--- config.mk ---
export PLATFORM = sky130hd
export DESIGN_NAME = mag_cmp_arb
export DESIGN_NICKNAME = d
export VERILOG_FILES = /design/src/rtl/mag_cmp_arb.sv
export SDC_FILE = /design/constraint.sdc
export NUM_CORES = 1
export LEC_CHECK = 0
export ABC_AREA = 1
export BUFFER_PORTS_ARGS = -buffer_cell sky130_fd_sc_hd__buf_4
export CAP_MARGIN = 15
export CORE_MARGIN = 5
export CORE_UTILIZATION = 30
export CTS_CLUSTER_SIZE = 14
export DETAILED_ROUTE_END_ITERATION = 12
export PLACE_DENSITY = 0.63
export SYNTH_ARGS = -nofsm -noshare
export SYNTH_HDL_FRONTEND = slang
export SYNTH_SLANG_ARGS = --single-unit
export TNS_END_PERCENT = 5
--- constraint.sdc ---
create_clock -name clk -period 2.1 [get_ports clk]
set_clock_uncertainty 0.1 [all_clocks]
set_input_delay 0.21 -clock clk [delete_from_list [all_inputs] [get_ports clk]]
set_output_delay 0.21 -clock clk [all_outputs]
set_load 0.005 [all_outputs]
--- src/rtl/mag_cmp_arb.sv ---
// Round-robin shared 16-bit unsigned magnitude comparator for four requesters.
// Grant edge -> rsp_vld two cycles later; rsp_rdy low holds the response indefinitely.
module mag_cmp_arb #(
  parameter int WIDTH = 16,
  parameter int NREQ  = 4
) (
  input  logic                  clk,
  input  logic                  rst_n,
  input  logic [NREQ-1:0]       req,
  input  logic [NREQ*WIDTH-1:0] opA,
  input  logic [NREQ*WIDTH-1:0] opB,
  output logic [NREQ-1:0]       gnt,
  output logic                  rsp_vld,
  input  logic                  rsp_rdy,
  output logic [1:0]            rsp_id,
  output logic                  rsp_gt,
  output logic                  rsp_eq,
  output logic                  rsp_lt,
  output logic                  busy
);

  typedef enum logic [1:0] {IDLE, CMP, RSP} state_t;

  state_t           state_q, state_d;
  logic [1:0]       last_q, last_d;
  logic [1:0]       id_q, id_d;
  logic [WIDTH-1:0] reg_a_q, reg_a_d;
  logic [WIDTH-1:0] reg_b_q, reg_b_d;
  logic             gt_q, gt_d, eq_q, eq_d, lt_q, lt_d;

  logic [1:0]       win, idx;
  logic             found;
  logic             c_gt, c_eq, c_lt;

  // Scan last+1, last+2, ... (mod 4); the 2-bit sum wraps naturally.
  always_comb begin
    win   = last_q;
    idx   = '0;
    found = 1'b0;
    for (int k = 1; k <= NREQ; k++) begin
      idx = last_q + 2'(k);
      if (!found && req[idx]) begin
        win   = idx;
        found = 1'b1;
      end
    end
  end

  // MSB-down ripple of 1-bit compare cells: the first differing bit decides.
  always_comb begin
    c_gt = 1'b0;
    c_eq = 1'b1;
    c_lt = 1'b0;
    for (int i = WIDTH - 1; i >= 0; i--) begin
      c_gt = c_gt | (c_eq & reg_a_q[i] & ~reg_b_q[i]);
      c_lt = c_lt | (c_eq & ~reg_a_q[i] & reg_b_q[i]);
      c_eq = c_eq & ~(reg_a_q[i] ^ reg_b_q[i]);
    end
  end

  always_comb begin
    state_d = state_q;
    last_d  = last_q;
    id_d    = id_q;
    reg_a_d = reg_a_q;
    reg_b_d = reg_b_q;
    gt_d    = gt_q;
    eq_d    = eq_q;
    lt_d    = lt_q;
    gnt     = '0;
    case (state_q)
      IDLE: begin
        if (found) begin
          gnt[win] = 1'b1;
          reg_a_d  = opA[int'(win)*WIDTH +: WIDTH];
          reg_b_d  = opB[int'(win)*WIDTH +: WIDTH];
          id_d     = win;
          last_d   = win;
          state_d  = CMP;
        end
      end
      CMP: begin
        gt_d    = c_gt;
        eq_d    = c_eq;
        lt_d    = c_lt;
        state_d = RSP;
      end
      RSP: begin
        if (rsp_rdy) state_d = IDLE;
      end
      default: state_d = IDLE;
    endcase
  end

  always_ff @(posedge clk or negedge rst_n) begin
    if (!rst_n) begin
      state_q <= IDLE;
      last_q  <= 2'd3;
      id_q    <= '0;
      reg_a_q <= '0;
      reg_b_q <= '0;
      gt_q    <= 1'b0;
      eq_q    <= 1'b0;
      lt_q    <= 1'b0;
    end else begin
      state_q <= state_d;
      last_q  <= last_d;
      id_q    <= id_d;
      reg_a_q <= reg_a_d;
      reg_b_q <= reg_b_d;
      gt_q    <= gt_d;
      eq_q    <= eq_d;
      lt_q    <= lt_d;
    end
  end

  // Flags are masked outside RSP so stale results never leak.
  assign rsp_vld = (state_q == RSP);
  assign busy    = (state_q != IDLE);
  assign rsp_id  = id_q;
  assign rsp_gt  = gt_q & rsp_vld;
  assign rsp_eq  = eq_q & rsp_vld;
  assign rsp_lt  = lt_q & rsp_vld;

endmodule

## Word level (Yosys, flattened, before mapping)

Cells that the tools add are included.

- Bits in writable memories: 0
- Bits in registers: 41
- Latch bits: 0
- Output and inout bits: 11
- Memories kept: 0
- Logic and storage cells: 231
- Bits in read-only memories: 0
- Input port bits: 135

- Bitwise logic cells: 174
- $mul: 0
- Shift-type cells: 2
- Equality and inequality tests: 4
- Magnitude comparators: 6
- Reductions and logical operators: 11
- Add/sub/neg operators: 3
- Mux-type cells: 23
- Divide/modulo/power cells: 0

Operators with widths:

| cell | count |
|---|---|
| $shiftx A64 B7 Y16 | 2 |
| $and A1 B1 Y1 | 80 |
| $not A1 Y1 | 48 |
| $or A1 B1 Y1 | 30 |
| $xor A1 B1 Y1 | 16 |
| $lt A2 B3 Y1 const B | 5 |
| $mux W2 | 6 |
| $mux W1 | 9 |
| $bmux W1 S2 | 4 |
| $mux W4 | 2 |
| $pmux W2 S3 | 1 |
| $add A2 B2 Y2 const B | 2 |
| $logic_and A1 B1 Y1 | 4 |
| $reduce_and A2 Y1 | 2 |
| $logic_not A1 Y1 | 3 |
| $add A2 B1 Y2 const B | 1 |
| $demux W1 S2 | 1 |
| $eq A2 B1 Y1 const B | 1 |
| $eq A2 B2 Y1 const B | 1 |
| $ge A2 B1 Y1 const B | 1 |
| $logic_not A2 Y1 | 1 |
| $ne A2 B1 Y1 const B | 1 |
| $ne A2 B2 Y1 const B | 1 |
| $reduce_bool A2 Y1 | 1 |

## Logic depth before layout (Yosys ltp)

- Depth in word-level cells: 19
- Mapped depth: 17
- Mapped depth without buffers: 15

## Least setup slack after synthesis

Ideal clock, no wire load.

- Path kind: register -> output
- Start point: reg last_q[0]
- End point: out gnt[0]
- Cell stages (with the launch flop): 12
- Data required time: 1.790 ns
- Data arrival time: 1.756 ns
- Buffers on the path: 2
- Setup slack: 0.034 ns
- Cell sequence: dfstp_2 > buf_4 > nand2_1 > nand2_2 > nand2_1 > and2_4 > nand4_1 > nand2_2 > nor2_2 > buf_6 > inv_1 > nor2_1

- Cells in the longest elaborated chain, start to end: 19
- Elaborated cells on any way between the ends: 32
- Classes of those cells: add/sub (3); order compare (2); mux (20); reduce/logical (7)

RTL lines:

| what | RTL line | source |
|---|---|---|
| start: declaration | 25 | `logic [1:0] last_q, last_d;` |
| start signal: assignment | 107 | `last_q <= last_d;` |
| $add A2 B1 Y2 | 41 | `idx = last_q + 2'(k);` |
| $bmux W1 S2 | 42 | `if (!found && req[idx]) begin` |
| $mux W1 (not written as such) | 42 |  |
| $mux W1 | 42 |  |
| $logic_not A1 Y1 | 42 |  |
| $logic_and A1 B1 Y1 | 42 |  |
| $mux W1 | 42 |  |
| $logic_not A1 Y1 | 42 |  |
| (+3 left out) | - |  |
| $logic_and A1 B1 Y1 | 42 |  |
| $mux W2 | 42 |  |
| $lt A2 B3 Y1 (not written as such) or $ge A2 B1 Y1 (tied branches) | 74 | `gnt[win] = 1'b1;` |
| $logic_and A1 B1 Y1 (not written as such) | 74 |  |
| $mux W1 (not written as such) | 74 |  |
| $demux W1 S2 | 74 |  |
| $mux W4 (*) | 73 | `if (found) begin` |
| $mux W4 (*) | 71 | `case (state_q)` |
| end: declaration | 12 | `output logic [NREQ-1:0] gnt,` |

Every way passes the cells marked *; elsewhere a longest branch is shown, timed or not. The select of a mux whose other input is x is not followed.

## Worst setup path in the final report

- Start point: reg last_q[1]
- End point: out gnt[2]

Same word-level chain as after synthesis.

==> results.json <==
{
  "status": "complete, but fails checks",
  "violations": "negative setup slack",
  "synth_top_area_share_pct": 25.5,
  "layout_setup_ws_ns": -0.230,
  "hpwl_um": 9630,
  "drive_gt1_share_pct": 26.7,
  "whs_ns": 0.0428,
  "wire_per_inst_um": 12.1,
  "gr-total-overflow": 0,
  "numCtsBuffers": 5,
  "crit_required_ns": 1.79,
  "max_freq_mhz": 429,
  "hold_viol": 0,
  "crit_path_max_fanout": 6,
  "tightest_slew_ns": 0.529,
  "vias_per_cell": 4.36,
  "gp_congestion": 0.860,
  "period_share_pct": 111,
  "ys_types": 30,
  "slew_headroom_pct": 64.7,
  "critPathMaxStageDelay_ns": 0.57,
  "setup_viol": 35,
  "design_area_um2": 5740,
  "synth_seq_cells": 41,
  "rows": 41,
  "hold_path_class": "input port to register",
  "grt_max_degree": 42,
  "area_growth_pct": 50.1,
  "nNetsFinal": 993,
  "critPathKind": "register to primary output",
  "dpl_cell_area_um2": 5290,
  "drc": 0,
  "final-max-slew-violation-count": 0,
  "fin_crit_ns": 2.33,
  "syn_avg_cell_area_um2": 5.52,
  "core_um2": 12600,
  "grt_pass1_wl_um": 20100,
  "die_w_um": 123,
  "io_buffer_count": 145,
  "ir_drop_mv": 0.789,
  "post-route-util_pct": 45.7,
  "antenna_left": 0,
  "cts.htree.levels": 2,
  "p_leak_uw": 0.00348,
  "num_io_pins": 146,
  "wl_um": 12400,
  "die_area_um2": 15100,
  "seq_area_frac_synth_pct": 26.9,
  "cts_tree": "done",
  "antenna_found_initial": 0,
  "clk_pin_slew_ns": 0.06,
  "start_kind": "register",
  "fin_setup_tns_ns": -3.60,
  "cts_sinks": 41,
  "diodes": 0,
  "p_per_area_nw_per_um2": 1740,
  "yosys.area.top_type": "dfrtp_1",
  "cts_buffer_depth": 2,
  "via_count": 4490,
  "netlist_instances": 693,
  "firstDrtPassIters": 4,
  "synthTopCellsByArea": "dfrtp_1 26%, nand2_1 24%, nand3_1 16%, inv_1 16%, nor2_1 3.6%",
  "synth_area_um2": 3830,
  "crit_arrival_ns": 2.02,
  "start_util_pct": 30.4,
  "yosysWarnings": 0,
  "die_h_um": 123,
  "grt_usage_pct": 16.4,
  "rsz0062_at_grt": "true",
  "cts-root-buf": "clkbuf_16",
  "grt_pass1_vias": 4351,
  "drt-initial-drc-count": 117,
  "synth_nets": 830,
  "worstSkewPairLatency_ns": 0.28,
  "crit_slowest_cell": "dfstp_2",
  "drv_cap": 0,
  "crit_path_end_kind": "primary output",
  "path_cells": "inv_2 > buf_4 > nand3_1 > nand2_1 > nand2_4 > nand2_2 > nand2_4 > nand2_8 > buf_12 > nor3_4 > buf_4"
}
-- through the flow --
stage / instances / setup WS [ns] / power (uW)
after floorplan: 693 / 0.0344 / 5820
after global placement: 1010 / 0.00767 / 7930
after detailed placement: 1010 / -0.0314 / 7970
after CTS: 1028 / -0.207 / 9790
after global routing: 1029 / -0.369 / 11000
final: 1029 / -0.230 / 9970
-- cells in the mapped netlist --
| library cell | count |
|---|---|
| a21oi_1 | 6 |
| and2_4 | 1 |
| buf_1 | 1 |
| buf_2 | 7 |
| buf_4 | 4 |
| buf_6 | 4 |
| clkbuf_1 | 11 |
| clkinv_1 | 2 |
| dfrtp_1 | 39 |
| dfstp_2 | 2 |
| ha_1 | 2 |
| inv_1 | 164 |
| inv_2 | 3 |
| nand2_1 | 241 |
| nand2_2 | 4 |
| nand2_4 | 1 |
| nand3_1 | 125 |
| nand3_2 | 1 |
| nand3b_1 | 1 |
| nand4_1 | 5 |
| nor2_1 | 37 |
| nor2_2 | 2 |
| nor3_1 | 5 |
| o21ai_0 | 3 |
| o21ai_1 | 2 |
| o221ai_1 | 1 |
| o22ai_1 | 2 |
| or2_0 | 3 |
| or2_1 | 10 |
| or2_2 | 4 |
-- sequential cells by signal (all words and copies together), names as in the netlist --
register / cells
reg_a_q: 16
lt_q: 1
last_q: 2
eq_q: 1
state_q: 2
rsp_id: 2
gt_q: 1
reg_b_q: 16
-- placed cells by master, fill, tap and decap left out, drive strengths merged, types with 5 or more instances in the layout --
master | synthesis | layout
dfrtp | 39 | 39
or2 | 17 | 17
buf | 16 | 181
clkbuf | 11 | 7
nor2 | 39 | 39
o21ai | 5 | 5
nand4 | 5 | 5
nand3 | 126 | 126
nor3 | 5 | 5
nand2 | 246 | 246
inv | 167 | 167
a21oi | 6 | 6
-- report_power, final --
group          total, uW  internal, uW  switching, uW
Combinational       7640          3430           4200
Sequential          1590          1240            354
Clock                747           441            305
-- layout make-up --
| cell class | count | area, um^2 |
|---|---|---|
| clock inverters | 1 | 7.51 |
| multi-input cells | 456 | 2140 |
| inverters | 169 | 638 |
| well taps | 172 | 215 |
| flip-flops and latches | 41 | 1030 |
| clock buffers | 7 | 133 |
| repair buffers | 183 | 1580 |
| fillers | 1367 | 6830 |
-- cell families (layout without fill, tap and decap cells) --
kind of cell               Yosys count  after routing  synth area share [%]
adders and majority gates            2              2                 0.654
AOI/OAI and AO/OA                   14             14                  1.99
DFF                                 41             41                  26.9
buffers and inverters              196            360                  20.6
and+or+nand+nor                    440            440                  49.8
-- final timing paths --
path                       startpoint     endpoint  slack (ns)  cells past startpoint
max                         last_q[1]       gnt[2]       -0.23                     11
max in group asynchronous       rst_n   reg_a_q[4]        1.18                      2
min reg2reg                 rsp_id[0]    rsp_id[0]        0.40                      2
min                           rsp_rdy   state_q[1]        0.04                      2
max reg2reg                 last_q[0]  reg_b_q[10]       -0.14                     17
min in group asynchronous       rst_n   reg_a_q[9]        0.34                      2
-- critical path, delay by kind of cell, from the launching register on --
family                 cells  cell delay, ns
flip-flops                 1            0.57
buffers and inverters      4            0.47
AND/OR/NAND/NOR            7            0.68
-- metal layers --
layer	wire length [um]	global-route usage (%)	share of wire, %
met1	5460	21.0	44
met2	6310	29.1	51
met3	496	2.65	4.0
met4	136	3.22	1.1
met5	0	0	0
-- timing repair --
| item | 4_1_cts | 5_1_grt |
|---|---|---|
| resized for setup | 19 | 24 |
| hold buffers | 1 | 0 |
| buffers inserted | 6 | 1 |
| gates cloned | 3 | 0 |
| hold endpoints to repair | 39 | 0 |
| endpoints found under the setup margin | 27 | 41 |
| pin swaps | 5 | 9 |
No activity file was read; power rests on OpenSTA's default activity.
